<file path="src/rtl/alu_sequencer.sv">
// Sequences single ALU operations, loads and branch tests, and owns accumulators A and B.
// Optional macro ALU_SEQ_BRANCH_EN compiles in the branch-test path (opcode 9); without it opcode 9 is illegal.
module alu_sequencer (
  input  logic       Clock,
  input  logic       Reset,
  input  logic       iValid,
  output logic       oReady,
  input  logic [3:0] iOp,
  input  logic       iDest,
  input  logic [7:0] iImm,
  input  logic [2:0] iCond,
  output logic [2:0] oALUControl,
  output logic       oRegOutputALU,
  output logic [7:0] oOpA,
  output logic [7:0] oOpB,
  input  logic [7:0] iALUOut,
  input  logic       iN_A,
  input  logic       iZ_A,
  input  logic       iC_A,
  input  logic       iN_B,
  input  logic       iZ_B,
  input  logic       iC_B,
  output logic [7:0] oAccA,
  output logic [7:0] oAccB,
  output logic       oDone,
  output logic       oTaken,
  output logic       oError
);

  // Request handshake: a request transfers on a rising edge where iValid && oReady;
  // oReady is high only in IDLE and iValid is ignored in every other state.
  typedef enum logic [1:0] {IDLE, EXEC, BRANCH, DONE} state_t;

  state_t     state, state_nxt;
  logic [2:0] alu_op_q;
  logic       dest_q;
  logic [7:0] imm_q;
  logic [7:0] acc_a, acc_b;
  logic       error_q;
  logic       accept;
  logic       is_alu, is_load, is_branch, is_legal;

  assign accept    = iValid && (state == IDLE);
  assign is_alu    = (iOp[3] == 1'b0) && (iOp[2:0] != 3'd7);
  assign is_load   = (iOp == 4'd8);
`ifdef ALU_SEQ_BRANCH_EN
  assign is_branch = (iOp == 4'd9);
`else
  assign is_branch = 1'b0;
`endif
  assign is_legal  = is_alu || is_load || is_branch;

  always_ff @(posedge Clock or negedge Reset) begin
    if (!Reset) state <= IDLE;
    else        state <= state_nxt;
  end

  always_comb begin
    state_nxt   = state;
    oReady      = 1'b0;
    oALUControl = 3'd7;
    oDone       = 1'b0;
    case (state)
      IDLE: begin
        oReady = 1'b1;
        if (iValid) begin
          if (is_alu)         state_nxt = EXEC;
          else if (is_branch) state_nxt = BRANCH;
          else                state_nxt = DONE;
        end
      end
      EXEC: begin
        oALUControl = alu_op_q;
        state_nxt   = DONE;
      end
      BRANCH: state_nxt = DONE;
      DONE: begin
        oDone     = 1'b1;
        state_nxt = IDLE;
      end
      default: state_nxt = IDLE;
    endcase
  end

  // Accumulators change only on a load accept or at the edge closing EXEC.
  always_ff @(posedge Clock or negedge Reset) begin
    if (!Reset) begin
      alu_op_q <= 3'd0;
      dest_q   <= 1'b0;
      imm_q    <= 8'd0;
      acc_a    <= 8'd0;
      acc_b    <= 8'd0;
      error_q  <= 1'b0;
    end else begin
      if (accept) begin
        alu_op_q <= iOp[2:0];
        dest_q   <= iDest;
        imm_q    <= iImm;
        error_q  <= !is_legal;
        if (is_load) begin
          if (iDest) acc_b <= iImm;
          else       acc_a <= iImm;
        end
      end
      if (state == EXEC) begin
        if (dest_q) acc_b <= iALUOut;
        else        acc_a <= iALUOut;
      end
    end
  end

`ifdef ALU_SEQ_BRANCH_EN
  logic [2:0] cond_q;
  logic       taken_q;
  logic       flag_n, flag_z, flag_c, cond_met;

  assign flag_n = dest_q ? iN_B : iN_A;
  assign flag_z = dest_q ? iZ_B : iZ_A;
  assign flag_c = dest_q ? iC_B : iC_A;

  always_comb begin
    cond_met = 1'b0;
    case (cond_q)
      3'd0: cond_met = flag_z;
      3'd1: cond_met = !flag_z;
      3'd2: cond_met = flag_c;
      3'd3: cond_met = !flag_c;
      3'd4: cond_met = flag_n;
      3'd5: cond_met = !flag_n;
      3'd6: cond_met = 1'b1;
      default: cond_met = 1'b0;
    endcase
  end

  always_ff @(posedge Clock or negedge Reset) begin
    if (!Reset) begin
      cond_q  <= 3'd0;
      taken_q <= 1'b0;
    end else begin
      if (accept) begin
        cond_q  <= iCond;
        taken_q <= 1'b0;
      end
      if (state == BRANCH) taken_q <= cond_met;
    end
  end

  assign oTaken = (state == DONE) && taken_q;
`else
  logic unused_branch_inputs;
  assign unused_branch_inputs = ^{iCond, iN_A, iZ_A, iC_A, iN_B, iZ_B, iC_B};
  assign oTaken = 1'b0;
`endif

  assign oError        = (state == DONE) && error_q;
  assign oRegOutputALU = dest_q;
  assign oOpA          = dest_q ? acc_b : acc_a;
  assign oOpB          = imm_q;
  assign oAccA         = acc_a;
  assign oAccB         = acc_b;

endmodule
</file>
<file path="config.mk">
export PLATFORM = sky130hd
export DESIGN_NAME = alu_sequencer
export DESIGN_NICKNAME = d
export VERILOG_FILES = /design/src/rtl/alu_sequencer.sv
export SDC_FILE = /design/constraint.sdc
export NUM_CORES = 1
export LEC_CHECK = 0
export BUFFER_PORTS_ARGS = -buffer_cell sky130_fd_sc_hd__buf_2
export CAP_MARGIN = 20
export CELL_PAD_IN_SITES_DETAIL_PLACEMENT = 1
export CELL_PAD_IN_SITES_GLOBAL_PLACEMENT = 1
export CORE_ASPECT_RATIO = 0.9
export CORE_MARGIN = 2
export CORE_UTILIZATION = 38
export CTS_BUF_LIST = sky130_fd_sc_hd__clkbuf_8
export DETAILED_ROUTE_END_ITERATION = 6
export GPL_ROUTABILITY_DRIVEN = 0
export PLACE_DENSITY = 0.86
export SLEW_MARGIN = 10
export SYNTH_ARGS = -nofsm -noshare
export SYNTH_HDL_FRONTEND = slang
export SYNTH_SLANG_ARGS = --single-unit
</file>
<file path="constraint.sdc">
create_clock -name Clock -period 3.6 [get_ports Clock]
set_clock_uncertainty 0.05 [all_clocks]
set_input_delay 0.36 -clock Clock [delete_from_list [all_inputs] [get_ports Clock]]
set_output_delay 0.36 -clock Clock [all_outputs]
set_load 0.005 [all_outputs]
</file>
**Word-level counts from Yosys, hierarchy flattened**

Index checks and enable logic that the tools add are counted.

- Register bits after elaboration: 31
- Input bits: 33

- Eq/ne operators: 6
- Muxes and demuxes: 17
- Bitwise operators: 1
- Reductions and logical operators: 7

Operators by type and width:

| kind | count |
|---|---|
| two-way mux 8 bit | 11 |
| one-hot mux 2 bit (3 select lines) | 1 |
| == test 2 bit (second input constant) | 2 |
| == test 4 bit (second input constant) | 1 |
| two-way mux 2 bit | 2 |
| logical AND 1 bit | 3 |
| two-way mux 3 bit | 1 |
| inequality test 3 bit (second input constant) | 1 |
| == test 2 x 1 -> 1 bit (second input constant) | 1 |
| logical NOT 2 bit | 1 |
| two-way mux 1 bit | 2 |
| inequality test 2 bit (second input constant) | 1 |
| OR reduction 2 bit | 1 |
| logical NOT 1 bit | 1 |
| logical OR 1 bit | 1 |
| NOT 1 bit | 1 |

**Depth between registers and ports, before layout**

- Depth after elaboration: 5
- Gate-level depth with buffers: 7
- Mapped depth without buffers: 5

**Least setup slack after synthesis**

OpenSTA, ideal clock, no wires.

- Kind: flip-flop to flip-flop
- Start: reg state[0]
- End: reg alu_op_q[0]
- Arrival: 1.400 ns
- Path slack: 2.025 ns
- Stages on the path, launching flop included: 6
- Period minus slack after synthesis: 1.575 ns
- Cell sequence: dfrtp_1 inv_1 ha_1 nand2_1 buf_2 mux2_2

- Longest elaborated chain between the ends: 2

Ends and longest elaborated chain:

| what | RTL line | text |
|---|---|---|
| from (decl) | 34 | `state_t state, state_nxt;` |
| from (signal assigned) | 55 | `else state <= state_nxt;` |
| logical NOT 2 bit | 43 | `assign accept = iValid && (state == IDLE);` |
| logical AND 1 bit | 43 |  |
| to (signal assigned) | 96 | `alu_op_q <= iOp[2:0];` |
| to (decl) | 35 | `logic [2:0] alu_op_q;` |

Every way passes these cells.
A chain may end at the register's enable or synchronous reset.

**Worst setup path after layout**

- Start: reg state[1]
- End: reg acc_b[4], in the netlist oAccB[4]

- Longest elaborated chain between the ends: 5
- Elaborated cells on any way between the ends: 6
- Those cells by class: eq/ne (1); mux (3); reduce/logical (2)

Ends and longest elaborated chain:

| what | RTL line | text |
|---|---|---|
| logical NOT 2 bit | 43 |  |
| logical AND 1 bit | 43 |  |
| two-way mux 8 bit | 95 | `if (accept) begin` |
| two-way mux 8 bit | 106 | `if (dest_q) acc_b <= iALUOut;` |
| two-way mux 8 bit (*) | 105 | `if (state == EXEC) begin` |
| to (signal assigned) | 101 | `if (iDest) acc_b <= iImm;` |
| to (signal assigned) | 106 |  |
| to (decl) | 38 | `logic [7:0] acc_a, acc_b;` |

Every way passes the cells marked *; elsewhere a longest branch is shown, timed or not.

==> impl_metrics.json <==
{
  "seq_area_frac_synth_pct": 47.1,
  "htree_levels": 2,
  "fin_setup_tns_ns": 0,
  "placementRows": 22,
  "setup_viol": 0,
  "fmax_mhz": 485,
  "cts_max_path_buffers": 2,
  "die_area_mm2": 0.00488,
  "r2r_setup_slack_ns": 1.54,
  "rsz0062_at_grt": "false",
  "critPathMaxFanout": 16,
  "grt_antenna_before_repair": 0,
  "max_slew.worst_pin.slew_ns": 1.01,
  "max-vdd-ir-drop_mv": 0.245,
  "hp-class": "in2async",
  "grt_max_degree": 32,
  "cts_tree": "built",
  "drcViolationCount": 0,
  "dp_hpwl_mm": 3.47,
  "path_clk_slew_ns": 0.07,
  "critPathLaunchType": "flop",
  "drt_wl_total_mm": 4.90,
  "drt_iter0_markers": 96,
  "crit_arrival_ns": 2.16,
  "final_common_cell": "buf_2",
  "final_cell_mix": "62 x buf_2, 31 x dfrtp_1, 20 x mux2_2, 19 x nor2_1, 16 x o21ai_0",
  "grt_usage_pct": 22.1,
  "die_height_um": 66.5,
  "dr.pass1.iters": 4,
  "ys_types": 30,
  "via_per_inst": 5.61,
  "grt_pass1_wl_mm": 7.97,
  "antenna_cells": 0,
  "routedWlPerCell_um": 18.4,
  "timing.final.crit_share_pct": 57.3,
  "crit_type": "reg2reg",
  "syn_nets": 197,
  "worst_setup_path_end_kind": "flop",
  "postRouteAntennaNets": 0,
  "grt_remaining_overflow": 0,
  "boundaryPins": 73,
  "io_buffer_count": 62,
  "cts_made_buffers": 5,
  "root_buffer": "clkbuf_8",
  "synth_area_leaders": "dfrtp_1 47%, mux2_2 14%, o21ai_0 4.9%, nor2_1 4.3%, a41oi_1 4.3%",
  "p_leak_nw": 0.908,
  "cts_resized": 0,
  "fp.dieW_um": 73.4,
  "power.density_mw_per_mm2": 880,
  "grt_pass1_vias": 1558,
  "min_period_ns": 2.06,
  "cts_hold_buffers": 0,
  "cp.required_ns": 3.70,
  "synth.avg_cell_area_um2": 10.2,
  "syn_area_mm2": 0.00165,
  "postCtsSetupBuffers": 0,
  "slew_headroom_pct": 32.7,
  "placed_cells": 258,
  "vias": 1491,
  "insertion_delay_ns": 0.29,
  "syn_inst": 161,
  "place_ws_ns": 1.63,
  "layout-drive-gt1-share_pct": 41.3,
  "synth_top_area_cell": "dfrtp_1",
  "fin_nets": 253,
  "cts.sinks": 31,
  "finalHoldViolations": 0,
  "synth_top_area_share_pct": 47.1,
  "layout_setup_ws_ns": 1.54,
  "coreArea_mm2": 0.00413,
  "final_cells": 266,
  "yosys_warnings": 0,
  "drv_cap": 0,
  "synth-seq-cells": 31,
  "final_max_slew_viol_count": 0,
  "start_util_pct": 39.9,
  "status": "finished, final reports clean",
  "syn2layout_area_growth_pct": 24.4
}
power by group:
group | switching (mW) | leakage (nW) | total, mW | internal, mW
combinational | 0.384 | 0.492 | 0.792 | 0.408
clock | 0.135 | 0.0612 | 0.359 | 0.224
sequential | 0.128 | 0.355 | 0.653 | 0.524
sequential cells by signal, indices dropped and copies added, names as in the netlist:
register and count:
alu_op_q 3, error_q 1, oAccA 8, oAccB 8, oOpB 8, oRegOutputALU 1
state 2
final cells by class:
type,instances,area (um^2)
fillers,482,2080
flip-flops and latches,31,776
multi-input cells,114,774
repair buffers,62,310
clock buffers,6,82.6
well taps,48,60.1
clock inverters,2,35.0
inverters,3,11.3
synthesized netlist by cell type:
cell type,number
o21ai_0,16
conb_1,1
and4bb_1,1
o21ai_1,1
o31ai_1,1
a31oi_1,9
nand3b_1,1
clkbuf_2,2
a41oi_1,8
nand4_1,8
nand4bb_1,1
dfrtp_1,31
clkinv_1,1
buf_2,4
nand2_1,4
mux2_2,20
or3b_1,1
buf_1,2
clkbuf_1,1
inv_1,2
buf_8,1
and2_1,1
nor2b_1,2
nand2b_1,5
a21oi_1,11
ha_1,3
buf_4,1
o21a_1,1
nor2_1,19
buf_6,2
path summary, 6_finish.rpt:
check	end	from	cells after the start
setup / recovery	oAccB[4]$_DFF_PN0_	state[1]$_DFFE_PN0P_	5
hold / removal	state[0]$_DFFE_PN0P_	Reset	1
setup reg to reg	oAccB[4]$_DFF_PN0_	state[1]$_DFFE_PN0P_	5
hold reg to reg	alu_op_q[0]$_DFFE_PN0N_	alu_op_q[0]$_DFFE_PN0N_	1
max in group asynchronous	oAccA[6]$_DFF_PN0_	Reset	1
min in group Clock	oAccA[1]$_DFF_PN0_	iALUOut[1]	3
metrics by stage:
stage	cell area, um^2	hold slack (ns)	util [%]	power, mW
final	2050	0.0691	49.6	1.80
after global routing	2050	0.142	49.6	1.94
after CTS	2050	0.0998	49.6	1.82
after detailed placement	1930	0.407	46.8	1.45
after global placement	1930	0.392	46.8	1.40
after floorplan	1650	0.0144	-	1.09
worst max-delay path, stage by stage, from the launching register on:
cell	delay (ns)
dfrtp_1	0.40
inv_1	0.09
ha_1	0.27
nand4bb_1	0.54
o21ai_0	0.44
a31oi_1	0.13
cell families (layout without fill, tap and decap cells):
family,count (synthesis),count (layout),share of synthesized area (%)
adder cells (fa/ha/maj),3,3,2.28
flip-flops,31,31,47.1
buffers and inverters,16,73,5.92
AO/OA/AOI/OAI,47,47,17.1
multiplexers,20,20,13.7
other,1,1,0.228
AND/OR/NAND/NOR,43,43,13.7
per-layer routing:
metal | wire length [um] | global-route usage (%)
met1 | 2200 | 29.7
met2 | 2360 | 34.6
met3 | 186 | 3.93
met4 | 150 | 9.77
met5 | 0 | 0
(Power assumes the default switching activity.)
